--- config.mk ---
export PLATFORM = sky130hd
export DESIGN_NAME = keypad_scan_debounce_flat
export DESIGN_NICKNAME = d
export VERILOG_FILES = /design/src/rtl/keypad_if.sv /design/src/rtl/keypad_scan_debounce.sv /design/src/flat_wrapper.sv
export SDC_FILE = /design/constraint.sdc
export NUM_CORES = 1
export LEC_CHECK = 0
export BUFFER_PORTS_ARGS = -buffer_cell sky130_fd_sc_hd__buf_2
export CAP_MARGIN = 15
export CELL_PAD_IN_SITES_DETAIL_PLACEMENT = 1
export CELL_PAD_IN_SITES_GLOBAL_PLACEMENT = 1
export CORE_ASPECT_RATIO = 0.75
export CORE_UTILIZATION = 47
export DETAILED_ROUTE_END_ITERATION = 10
export HOLD_SLACK_MARGIN = 0.02
export PLACE_DENSITY = 0.9
export SYNTH_ARGS = -nofsm -noshare
export SYNTH_HDL_FRONTEND = slang
export SYNTH_SLANG_ARGS = --single-unit
--- constraint.sdc ---
create_clock -name clk -period 6.6 [get_ports clk]
set_clock_uncertainty 0.1 [all_clocks]
set_input_delay 1.32 -clock clk [delete_from_list [all_inputs] [get_ports clk]]
set_output_delay 1.32 -clock clk [all_outputs]
set_load 0.03 [all_outputs]
--- src/rtl/keypad_if.sv ---
// keypad_if: keypad matrix pins plus debounced key code outputs
interface keypad_if;
  logic [3:0] row_in;
  logic [3:0] col_out;
  logic [15:0] onehot;
  logic key_press;
  logic multi_key;
  modport master (output row_in, input col_out, onehot, key_press, multi_key);
  modport slave (input row_in, output col_out, onehot, key_press, multi_key);
endinterface

--- src/rtl/keypad_scan_debounce.sv ---
// keypad_scan_debounce: 4x4 keypad column scan, debounce and ghost rejection; KEYPAD_AUTOREPEAT_EN adds auto-repeat strobes
module keypad_scan_debounce #(
  parameter int SCAN_DIV = 50000,
  parameter int DEBOUNCE_SCANS = 4,
  parameter int REPEAT_DELAY = 25,
  parameter int REPEAT_RATE = 5
) (
  input logic clk,
  input logic rst,
  keypad_if.slave kp
);
  localparam int CW = $clog2(SCAN_DIV);
  localparam int SW = $clog2(DEBOUNCE_SCANS + 1);
  if (SCAN_DIV < 4 || DEBOUNCE_SCANS < 1 || REPEAT_RATE < 1 || REPEAT_RATE > REPEAT_DELAY) begin : g_bad_param
    $error("keypad_scan_debounce: illegal parameter combination");
  end
  logic [3:0] row_m, row_s;
  logic [CW-1:0] dwell;
  logic [1:0] col;
  logic [15:0] raw, prev_raw, snap, cand, onehot_q;
  logic [SW-1:0] stable_cnt, stable_nxt;
  logic last, eos, commit, cand_mk, mk_q, kp_q, rpt_fire;
  assign kp.col_out = ~(4'b0001 << col);
  assign kp.onehot = onehot_q;
  assign kp.multi_key = mk_q;
  assign kp.key_press = kp_q;
  // snap is raw with the currently driven column replaced by the live sample
  always_comb begin
    snap = raw;
    for (int r = 0; r < 4; r++) snap[4*r+col] = ~row_s[r];
    last = dwell == CW'(SCAN_DIV - 1);
    eos = last && col == 2'd3;
    stable_nxt = snap != prev_raw ? SW'(1) :
                 stable_cnt == SW'(DEBOUNCE_SCANS) ? stable_cnt : stable_cnt + 1'b1;
    cand = $countones(snap) == 1 ? snap : '0;
    cand_mk = $countones(snap) > 1;
    commit = eos && stable_nxt == SW'(DEBOUNCE_SCANS) && (cand != onehot_q || cand_mk != mk_q);
  end
`ifdef KEYPAD_AUTOREPEAT_EN
  localparam int RW = $clog2(REPEAT_DELAY + 1);
  logic [RW-1:0] rpt;
  assign rpt_fire = eos && !commit && onehot_q != '0 && rpt + 1'b1 == RW'(REPEAT_DELAY);
  always_ff @(posedge clk)
    if (rst || commit || onehot_q == '0 || mk_q) rpt <= '0;
    else if (eos) rpt <= rpt_fire ? RW'(REPEAT_DELAY - REPEAT_RATE) : rpt + 1'b1;
`else
  assign rpt_fire = 1'b0;
`endif
  always_ff @(posedge clk) begin
    if (rst) begin
      row_m <= '1;
      row_s <= '1;
      dwell <= '0;
      col <= '0;
      raw <= '0;
      prev_raw <= '0;
      stable_cnt <= '0;
      onehot_q <= '0;
      mk_q <= 1'b0;
      kp_q <= 1'b0;
    end else begin
      row_m <= kp.row_in;
      row_s <= row_m;
      dwell <= last ? '0 : dwell + 1'b1;
      if (last) begin
        col <= col + 1'b1;
        raw <= snap;
      end
      if (eos) begin
        stable_cnt <= stable_nxt;
        prev_raw <= snap;
      end
      if (commit) begin
        onehot_q <= cand;
        mk_q <= cand_mk;
      end
      kp_q <= (commit && cand != '0 && cand != onehot_q) || rpt_fire;
    end
  end
endmodule

--- src/flat_wrapper.sv ---
// flat-port wrapper written by rule: the top's interface ports become plain ports
module keypad_scan_debounce_flat 
#(
  parameter int SCAN_DIV = 50000,
  parameter int DEBOUNCE_SCANS = 4,
  parameter int REPEAT_DELAY = 25,
  parameter int REPEAT_RATE = 5
)
  (clk, rst, kp_row_in, kp_col_out, kp_onehot, kp_key_press, kp_multi_key);
  keypad_if kp_i ();
  input logic clk;
  input logic rst;
  input wire logic [$bits(kp_i.row_in)-1:0] kp_row_in;
  output wire logic [$bits(kp_i.col_out)-1:0] kp_col_out;
  output wire logic [$bits(kp_i.onehot)-1:0] kp_onehot;
  output wire logic [$bits(kp_i.key_press)-1:0] kp_key_press;
  output wire logic [$bits(kp_i.multi_key)-1:0] kp_multi_key;
  assign kp_i.row_in = kp_row_in;
  assign kp_col_out = kp_i.col_out;
  assign kp_onehot = kp_i.onehot;
  assign kp_key_press = kp_i.key_press;
  assign kp_multi_key = kp_i.multi_key;
  keypad_scan_debounce #(.SCAN_DIV(SCAN_DIV), .DEBOUNCE_SCANS(DEBOUNCE_SCANS), .REPEAT_DELAY(REPEAT_DELAY), .REPEAT_RATE(REPEAT_RATE)) u_core (.clk(clk), .rst(rst), .kp(kp_i));
endmodule
# Yosys cells after proc, flatten, opt, wreduce, memory -nomap -nowiden
# Index checks and enable logic that the tools add are counted.
# Widths: inputs -> output; s select.
[word_totals]
ff_bits = 79
latch_bits = 0
mem_bits_rw = 0
rom_bits = 0
inputBits = 6
wordCells = 81
mem_count = 0
[op_classes]
addsub = 21
mul = 0
n_div = 0
magnitude_cmp = 9
eq_ne = 8
n_shift = 1
n_mux = 15
bitwise_logic = 5
n_reduce_logical = 12
[op_table]
columns = ["cell", "n"]
rows = [
  ["$add 32x32->32", 7],
  ["$ge 32x1->1 const B", 3],
  ["$lt 32x5->1 const B", 3],
  ["$bwmux 16", 4],
  ["$eq 32x2->1 const B", 1],
  ["$gt 32x2->1 const B", 1],
  ["$ne 16x16->1", 2],
  ["$add 1x1->2", 8],
  ["$add 16x1->16 const B", 1],
  ["$eq 16x16->1 const B", 1],
  ["$mux 16", 1],
  ["$reduce_bool 16->1", 1],
  ["$demux 1 s4", 3],
  ["$add 4x2->5 const A", 2],
  ["$logic_and 1x1->1", 9],
  ["$eq 3x3->1 const B", 2],
  ["$mux 3", 2],
  ["$lt 2x5->1 const B", 1],
  ["$add 3x2->4 const A", 1],
  ["$mux 1", 4],
  ["$not 1->1", 4],
  ["$not 4->4", 1],
  ["$shl 1x2->4 const A", 1],
  ["$add 3x1->3 const B", 1],
  ["7 further kinds", 7],
]

# Depth between registers and ports, before layout
[depth]
depth_word = 19
depth_mapped = 27
mapped_depth_nobuf = 24

# Worst setup path after synthesis
# No wires, ideal clock.
[synth_path]
path_type = "register -> register"
startpoint = "reg u_core.col[1]"
endpoint = "reg u_core.onehot_q[10] (netlist: u_core.kp.onehot[10])"
setup_ps = 115
arrival_time_ps = 5788
setup_slack_ps = 596
path_stages_with_launch = 25
period_less_slack_ps = 6004
path_cell_list = "dfxtp_1 -> inv_1 -> ha_1 -> buf_2 -> or2_1 -> and2_1 -> buf_2 -> ha_1 -> fa_1 -> inv_1 -> fa_1 -> fa_1 -> fa_1 -> inv_1 -> ha_1 -> inv_1 -> fa_1 -> and3_1 -> and2_0 -> nor2_1 -> o311a_1 -> buf_2 -> clkbuf_1 -> a41o_1 -> a31o_1"
[synth_via]
elab_chain_len = 17
word_cells_on_any_way = 55
[synth_lines]
columns = ["element", "line_no", "source"]
rows = [
  ["start: declaration", "keypad_scan_debounce.sv:19", "logic [1:0] col;"],
  ["start signal: assignment", "keypad_scan_debounce.sv:66", "col <= col + 1'b1;"],
  ["$add 3x2->4", "keypad_scan_debounce.sv:30", "for (int r = 0; r < 4; r++) snap[4*r+col] = ~row_s[r];"],
  ["$ge 32x1->1 (not written as such) or $lt 32x5->1 (tied branches)", "keypad_scan_debounce.sv:30", ""],
  ["$logic_and 1x1->1 (not written as such)", "keypad_scan_debounce.sv:30", ""],
  ["$mux 1 (not written as such)", "keypad_scan_debounce.sv:30", ""],
  ["$demux 1 s4", "n/a", ""],
  ["$bwmux 16 (2 in series)", "keypad_scan_debounce.sv:30", ""],
  ["$bwmux 16 *", "keypad_scan_debounce.sv:30", ""],
  ["net u_core.snap[9]", "keypad_scan_debounce.sv:20", "logic [15:0] raw, prev_raw, snap, cand, onehot_q;"],
  ["parallel branches: the longest is 9 deep, another holds $add 32x32->32", "n/a", ""],
  ["end signal: assignment", "keypad_scan_debounce.sv:74", "onehot_q <= cand;"],
  ["end: declaration", "keypad_scan_debounce.sv:20", ""],
]
# Mark *: on every way through the listed nets, which the timed path passes.
# A chain may end at the register's enable or synchronous reset.

# Final worst setup path
[layout_path]
startpoint = "reg u_core.col[0]"
endpoint = "reg u_core.onehot_q[13] (netlist: u_core.kp.onehot[13])"
# Same word-level chain as after synthesis.

==> key figures <==
Global route
  – Vias in the first global route: 4950
  – All-Layer GR Usage: 0.316
  – Largest net degree at the start of global routing: 63
  – First-pass GRT wire length: 26600 um
  – Antenna violations before repair: 0
  – Global route total overflow: 0

Die
  – Die Span Y: 91.3 um
  – Chip width: 121 um
  – Core outline area: 0.0103 mm2
  – IO Count: 28
  – FP Rows: 32
  – Die area: 0.0110 mm2
  – Initial Util: 0.485

Clock network
  – Worst-path clk slew: 0.07 ns
  – Hold_buf cts: 0
  – CTS tree: yes
  – H-Tree Depth: 3
  – CTS sink cnt: 79
  – Worst-skew pair later-pin latency: 0.35 ns
  – Clk buf depth: 2
  – CTS Root Cell: clkbuf_16
  – CTS Buf Count: 9

Synthesis
  – Sequential element share of the synthesized area: 0.317
  – Unique masters post-synth: 72
  – Post-synth EDFFs: 0
  – Gate Count Post-Synth: 599
  – Ys flop type: dfxtp_1
  – Mean Syn Cell Area: 8.34 um2
  – Async set or reset register ratio after synthesis: 0
  – Mapped Area: 0.00499 mm2
  – Syn nets: 637
  – Yosys Warn Count: 0
  – Post-synthesis sequential element count: 79

STA
  – Final Hold Fails: 0
  – Final setup fails: 0
  – Worst slew pin tran: 1.11 ns
  – Worst Setup Slack, final: 0.229 ns
  – Max-slew violation count: 0
  – Max-slew headroom: 0.261
  – Final period util: 0.965
  – Fmax: 157 MHz
  – Minimum clock period: 6.37 ns

Critical path
  – Delay-heaviest family, CP: adder cells
  – Critical path's most frequent cell: fa_1
  – WP data required: 6.78 ns
  – Crit path max fanout: 17
  – CP peak stage delay: 0.54 ns
  – WP buf/inv: 6
  – CP Cell Sequence: inv_1, ha_1, and2_1, or2_2, inv_2, ha_1, inv_1, fa_1, fa_1, fa_1, fa_1, inv_1, ha_1, inv_1, fa_1, nor2b_1, a31o_2, a32o_1, o22ai_2, o311a_4, buf_6, a41o_1, a31o_1
  – Critical Path Stages: 23
  – Slowest cell on the critical path: fa_1
  – Crit end category: register
  – Worst R2R Path Depth: 23
  – Crit path DAT: 6.55 ns
  – Startpoint types: register
  – Crit Path Class: register to register

Detailed routing
  – Post-route ant nets: 0
  – Via count: 4892
  – DR vias/cell: 6.39
  – Initial DRT Pass Iterations: 5
  – Detailed Route WL: 17100 um
  – Average wire per cell in the routed design: 22.3 um
  – Drt initial violations: 459
  – DRC errors left: 0

Cells and area
  – Final #Nets: 663
  – Proportion of layout cells with a drive suffix above 1: 0.157
  – Most frequent cells in the layout: 79 x dfxtp_1, 71 x nor2_1, 41 x nand2_1
  – Synthesis-to-layout area growth: 13.0%
  – Antenna cells: 0
  – Finished Layout Cells: 766
  – Util after Layout: 0.548
  – Most common cell after layout, fill and taps aside: dfxtp_1
  – Multi-input logic area: 0.00317 mm2
  – FF+latch area: 0.00158 mm2
  – Fillcell total: 1242

Placed design
  – DP Cell Count: 748
  – Placer Congestion: 0.959
  – Place WS: 0.0280 ns
  – PortBufs: 27
  – Post-DP HPWL: 12100 um

Power
  – VDD IR max: 0.000110 V
  – Power Dens Cells: 187 mW/mm2
  – Total power: 1.05 mW
  – Pleak: 2.57 nW

Min path
  – Hold path depth: 1
  – Worst hold path type: register to register

Outcome
  – Status: complete, no violations

Run
  – MaxCap Viol Count: 0
Yosys cell counts, types with 7 or more instances:
cell	count	area (um2)
and2_1	13	81.3
inv_1	39	146
nand2_1	41	154
clkbuf_1	17	63.8
o21ai_0	13	65.1
a41o_1	16	160
buf_2	9	45.0
nor2_1	73	274
a21oi_1	31	155
mux2i_1	11	110
a31o_1	16	140
nand3_1	12	60.1
xor2_1	13	114
or3_1	8	50.1
ha_1	21	263
a31oi_1	19	119
fa_1	11	220
or2_2	14	87.6
nand2b_1	23	144
dfxtp_1	79	1580
nor3_1	11	55.1
nand4_1	7	43.8
xnor2_1	10	87.6
and3_1	8	50.1
o21a_1	8	60.1
report_power, final:
part	switching (mW)	internal [mW]	total (mW)
sequential	0.00370	0.480	0.484
combinational	0.0564	0.0270	0.0834
clock	0.229	0.258	0.487
total	0.289	0.766	1.05
metal layers:
metal	vias up	GRT usage	wire length [um]
li1	2171	-	-
met1	2476	0.419	7500
met2	193	0.501	7770
met3	52	0.0666	1220
met4	0	0.123	562
met5	-	0	0
flip-flops by register name (all words and copies together) (netlist names):
name and cells:
u_core.raw 16, u_core.dwell 16, u_core.row_s 4, u_core.kp.onehot 16
u_core.kp.key_press 1, u_core.stable_cnt 3, u_core.prev_raw 16, u_core.row_m 4
u_core.col 2, u_core.kp.multi_key 1
path summary, 6_finish.rpt:
kind,from,to,slack [ns]
hold / removal,u_core.row_m[1],u_core.row_s[1],0.32
setup reg to reg,u_core.col[0],u_core.kp.onehot[13],0.23
setup / recovery,u_core.col[0],u_core.kp.onehot[13],0.23
hold reg to reg,u_core.row_m[1],u_core.row_s[1],0.32
cell families after synthesis:
| kind of cell | share of synthesized area |
|---|---|
| AOI/OAI and AO/OA | 0.187 |
| muxes | 0.0221 |
| and+or+nand+nor | 0.277 |
| xor gates and xnor gates | 0.0403 |
| adders and majority gates | 0.0967 |
| buffers and inverters | 0.0596 |
| DFF | 0.317 |
cell type report:
class,count,area share
Tap cell,136,0.0302
Sequential cell,79,0.280
Inverter,39,0.0260
Multi-Input combinational cell,450,0.563
Clock buffer,9,0.0399
Timing Repair Buffer,46,0.0510
Clock inverter,7,0.00976
timing repair:
| item | 4_1_cts | 5_1_grt |
|---|---|---|
| resized for setup | 2 | 10 |
| setup endpoints to repair | 2 | 17 |
| setup buffers | 0 | 0 |
| cloned | 0 | 1 |
| pin swaps | 0 | 1 |
per-stage QoR:
stage	TNS, ns	hold slack, ns	instance area, um2
3_3_place_gp	0	0.293	5280
5_1_grt	-0.0131	0.336	5640
2_1_floorplan	0	0.289	4990
6_report	0	0.318	5640
3_5_place_dp	0	0.303	5280
4_1_cts	0	0.322	5570
(Power assumes the default switching activity.)
